==> config.mk <==
export PLATFORM = sky130hd
export DESIGN_NAME = can_rx_buffer
export DESIGN_NICKNAME = d
export VERILOG_FILES = /design/src/rtl/can_rx_buffer.sv
export SDC_FILE = /design/constraint.sdc
export NUM_CORES = 1
export LEC_CHECK = 0
export ABC_AREA = 1
export CORE_UTILIZATION = 65
export DETAILED_ROUTE_END_ITERATION = 8
export DONT_BUFFER_PORTS = 1
export PLACE_DENSITY_LB_ADDON = 0.2
export REMOVE_ABC_BUFFERS = 1
export SYNTH_ARGS = -nofsm -noshare
export SYNTH_HDL_FRONTEND = slang
export SYNTH_SLANG_ARGS = --single-unit
==> constraint.sdc <==
create_clock -name clk -period 13.6 [get_ports clk]
set_clock_uncertainty 0.05 [all_clocks]
set_input_delay 2.72 -clock clk [delete_from_list [all_inputs] [get_ports clk]]
set_output_delay 2.72 -clock clk [all_outputs]
set_load 0.1 [all_outputs]
==> src/rtl/can_rx_buffer.sv <==
// CAN receive buffer: ID/mask acceptance filter feeding an N-deep in-order frame FIFO,
// with sticky overrun flag and a saturating count of filtered-out frames.
module can_rx_buffer #(
    parameter int N  = 4,
    parameter int CW = 8
) (
    input  logic                       clk,
    input  logic                       rst,
    input  logic                       rx_valid,
    input  logic [10:0]                rx_id,
    input  logic [3:0]                 rx_dlc,
    input  logic [7:0][7:0]            rx_data,
    input  logic [10:0]                acc_code,
    input  logic [10:0]                acc_mask,
    input  logic                       rd_en,
    input  logic                       clr_overrun,
    output logic                       out_valid,
    output logic [10:0]                out_id,
    output logic [3:0]                 out_dlc,
    output logic [7:0][7:0]            out_data,
    output logic [$clog2(N+1)-1:0]     count,
    output logic                       overrun,
    output logic [CW-1:0]              rej_count
);

    localparam int CNT_W = $clog2(N + 1);
    localparam int PTR_W = (N > 1) ? $clog2(N) : 1;

    logic [10:0]      id_mem_r   [N];
    logic [3:0]       dlc_mem_r  [N];
    logic [7:0][7:0]  data_mem_r [N];

    logic [PTR_W-1:0] wr_ptr_r;
    logic [PTR_W-1:0] rd_ptr_r;
    logic [CNT_W-1:0] count_r;
    logic             overrun_r;
    logic [CW-1:0]    rej_count_r;

    logic             accept_s;
    logic             full_s;
    logic             empty_s;
    logic             wr_s;
    logic             rd_s;
    logic             ovr_set_s;
    logic             rej_s;
    logic [3:0]       len_s;
    logic [7:0][7:0]  wdata_s;

    // Pointers run 0..N-1 even when N is not a power of two.
    function automatic logic [PTR_W-1:0] ptr_inc(input logic [PTR_W-1:0] p);
        if (p == PTR_W'(N - 1)) begin
            return {PTR_W{1'b0}};
        end else begin
            return p + PTR_W'(1);
        end
    endfunction

    // Filter decision and FIFO push/pop qualification.
    always_comb begin
        accept_s  = rx_valid && (((rx_id ^ acc_code) & acc_mask) == 11'd0);
        full_s    = (count_r == CNT_W'(N));
        empty_s   = (count_r == {CNT_W{1'b0}});
        wr_s      = accept_s && (!full_s || rd_en);
        rd_s      = rd_en && !empty_s;
        ovr_set_s = accept_s && full_s && !rd_en;
        rej_s     = rx_valid && !accept_s;
    end

    // Bytes beyond the DLC (capped at 8) are stored as zero.
    always_comb begin
        len_s = (rx_dlc > 4'd8) ? 4'd8 : rx_dlc;
        for (int j = 0; j < 8; j++) begin
            if (4'(j) < len_s) begin
                wdata_s[j] = rx_data[j];
            end else begin
                wdata_s[j] = 8'h00;
            end
        end
    end

    // Frame storage; contents need no reset because pointers gate visibility.
    always_ff @(posedge clk) begin
        if (!rst && wr_s) begin
            id_mem_r[wr_ptr_r]   <= rx_id;
            dlc_mem_r[wr_ptr_r]  <= rx_dlc;
            data_mem_r[wr_ptr_r] <= wdata_s;
        end
    end

    // Pointer, occupancy, overrun and reject-counter state.
    always_ff @(posedge clk) begin
        if (rst) begin
            wr_ptr_r    <= {PTR_W{1'b0}};
            rd_ptr_r    <= {PTR_W{1'b0}};
            count_r     <= {CNT_W{1'b0}};
            overrun_r   <= 1'b0;
            rej_count_r <= {CW{1'b0}};
        end else begin
            if (wr_s) wr_ptr_r <= ptr_inc(wr_ptr_r);
            if (rd_s) rd_ptr_r <= ptr_inc(rd_ptr_r);
            case ({wr_s, rd_s})
                2'b10:   count_r <= count_r + CNT_W'(1);
                2'b01:   count_r <= count_r - CNT_W'(1);
                default: count_r <= count_r;
            endcase
            if (ovr_set_s) begin
                overrun_r <= 1'b1;
            end else if (clr_overrun) begin
                overrun_r <= 1'b0;
            end
            if (rej_s && (rej_count_r != {CW{1'b1}})) begin
                rej_count_r <= rej_count_r + CW'(1);
            end
        end
    end

    // Head-of-queue view, forced to zero while empty.
    always_comb begin
        out_valid = !empty_s;
        out_id    = 11'd0;
        out_dlc   = 4'd0;
        out_data  = {8{8'h00}};
        if (!empty_s) begin
            out_id   = id_mem_r[rd_ptr_r];
            out_dlc  = dlc_mem_r[rd_ptr_r];
            out_data = data_mem_r[rd_ptr_r];
        end else begin
            out_id   = 11'd0;
            out_dlc  = 4'd0;
            out_data = {8{8'h00}};
        end
    end

    assign count     = count_r;
    assign overrun   = overrun_r;
    assign rej_count = rej_count_r;

endmodule

==> impl_metrics.ini <==
[critical_path]
critPathMaxFanout = 43
reg2reg_from = count[1]
crit_arrival_ns = 4.41
r2r_slack_ns = 9.45
r2r_cells = 11
crit_path_start_kind = flip-flop
critical_path_class = reg -> out
r2r_end = count[2]
cp-end-kind = output port
critical-path-top-delay-family = flip-flops
critPathBufInv = 2
max_stage_delay_ns = 1.00
worstPathCellList = nor2_1 > nand2_1 > inv_4 > buf_4 > a21oi_2
slowest_stage = dfxtp_1
required_ns = 10.83

[run]
cap_viol_max_count = 0

[sta]
fin_setup_tns_ns = 0
max-slew-margin-rel_pct = 19.2
max_freq_mhz = 139
final.min_clock_period_ns = 7.18
finalHoldViolCount = 0
setup_viol = 0
hold_ws_ns = 0.476
rsz0062_at_grt = no
fin_crit_sh_pct = 52.8
worst_pin_slew_ns = 1.21
finalMaxSlewViolations = 0

[clock_network]
insertion_delay_ns = 0.49
cts_tree = built
cts.reportedPaths.clkPinSlew_ns = 0.06
cts_buffers = 34
cts_buffer_depth = 3
cts_setup_buffers = 0
postCtsHoldBufs = 0
cts.sinks = 334
cts.htree.levels = 2
clockRootBuffer = clkbuf_16
post_cts_resized = 0

[grt]
grt_use_total_pct = 26.3
grt_max_degree = 96
grt_overflow = 0
grt_pass1_vias = 8512
grt_pass1_wl_um = 43700
grt_antenna_before_repair = 0

[place]
place_area_um2 = 14600
place.gp.congestion = 0.755
port_buffers = 0
dp_hpwl_um = 16600

[synthesis]
synth.distinct_cells = 34
ys_seq_area_share_pct = 70.2
synth_area_leaders = edfxtp_1 68%, nor2_1 11%, o21ai_0 4.5%, a21oi_1 3.1%, inv_1 2.7%
ys_warn_count = 0
synthTopCellsByCount = 400 x nor2_1, 316 x edfxtp_1, 126 x o21ai_0
synth.cell_area_um2 = 14000
synth_flop_cell = edfxtp_1
synthDominantCellAreaShare_pct = 67.6
ys_ff_latch = 334
synth_cells = 1268
yosysTopAreaCell = edfxtp_1
synth_most_common_cell = nor2_1
ys_async_sr_fraction_pct = 0
synth.avg_cell_area_um2 = 11.1
synth-edff-count = 316

[floorplanning]
io_pins = 198
die_area_um2 = 22200
floorplan.initialDensity_pct = 66.5
die_w_um = 149
dieHeight_um = 149
rows = 53
coreArea_um2 = 21100

[drt]
num_vias = 9055
first_pass_iters = 5
drt_iter0_markers = 652
wl_per_cell_um = 18.5
drc = 0
ant_nets = 0
vias_per_cell = 5.77
drt_wl_total_um = 29100

[finish]
area_growth_pct = 12.3
postLayoutCoreUtil_pct = 74.7
drive_gt1_share_pct = 14.2
nFillCells = 1376
antenna_cells = 0
nets = 1383
design_area_um2 = 15700

[hold_path]
hp-class = reg -> reg
hold_path_depth = 2
hold-path-endpoint = wr_ptr_r[1]
min_from = wr_ptr_r[1]

[pwr]
max-vdd-ir-drop_v = 0.0000981
p_leak_nw = 5.63
powerDensity_nw_per_um2 = 140
power_mw = 2.20

[run_status]
status = completed
[final cells by class]
type                       count  area [um2]  share of cell area (%)
inverter                     107         408                    2.59
clock buffer                  44         910                    5.78
clock inverter                17         208                    1.32
multi-input combinational    765        3820                    24.3
timing repair buffer          27         203                    1.29
sequential                   334        9860                    62.6
tap                          275         344                    2.18
[state kept, by name (all words and copies together) (netlist names), named ones only]
signal and count:
data_mem_r 256, id_mem_r 44, dlc_mem_r 16, rej_count 8, count 3, rd_ptr_r 2, wr_ptr_r 2, overrun 1
[cell families after synthesis]
family	share of synthesized area, %
DFF	70.2
adders and majority gates	0.767
and+or+nand+nor	14.1
AOI/OAI and AO/OA	9.63
xor gates and xnor gates	0.375
buffers and inverters	4.88
[power by group]
part	total, mW	internal, mW	switching [mW]
clock	0.924	0.567	0.356
combinational	0.135	0.0238	0.111
sequential	1.14	1.13	0.0103
[how the worst max path moves through the flow]
stage	to	slack [ns]	start	cells past startpoint
after floorplan	out_data[0]	5.23	flip-flop	3
after global placement	out_data[15]	7.00	count[2]	5
after detailed placement	out_data[16]	6.94	count[1]	5
after CTS	out_data[21]	6.41	count[1]	5
after global routing	out_data[16]	6.23	count[2]	5
final	out_data[16]	6.42	count[1]	5
[tightest hold or removal path, cell delays in order, from the launching register on]
cell,delay (ns)
dfxtp_1,0.34
nor2_1,0.10
nor2_1,0.05
[metal layers]
metal,wire length [um],track usage [%]
met1,11700,35.5
met5,0,0
met3,2310,4.83
met4,613,8.78
met2,14500,43.6
[metrics by stage]
| step | setup slack, ns | cells |
|---|---|---|
| after detailed placement | 6.94 | 1508 |
| final | 6.42 | 1569 |
| after CTS | 6.41 | 1569 |
| after floorplan | 5.23 | 1206 |
| after global routing | 6.23 | 1569 |
| after global placement | 7.00 | 1508 |
[layout by cell type (no fill, tap or decap), drive strengths merged]
cell,synthesis,layout
inv,107,107
o21ai,166,166
a21oi,92,92
ha,7,7
a31oi,2,2
nor3,1,1
nor2,407,407
xnor2,3,3
dfxtp,18,18
clkinv,0,12
or2,2,2
o211a,1,1
buf,34,27
edfxtp,316,316
nand3,24,24
fa,1,1
clkbuf,28,44
nand2,53,53
xor2,3,3
nand4,3,3
bufinv,0,5
(Power assumes the default switching activity.)
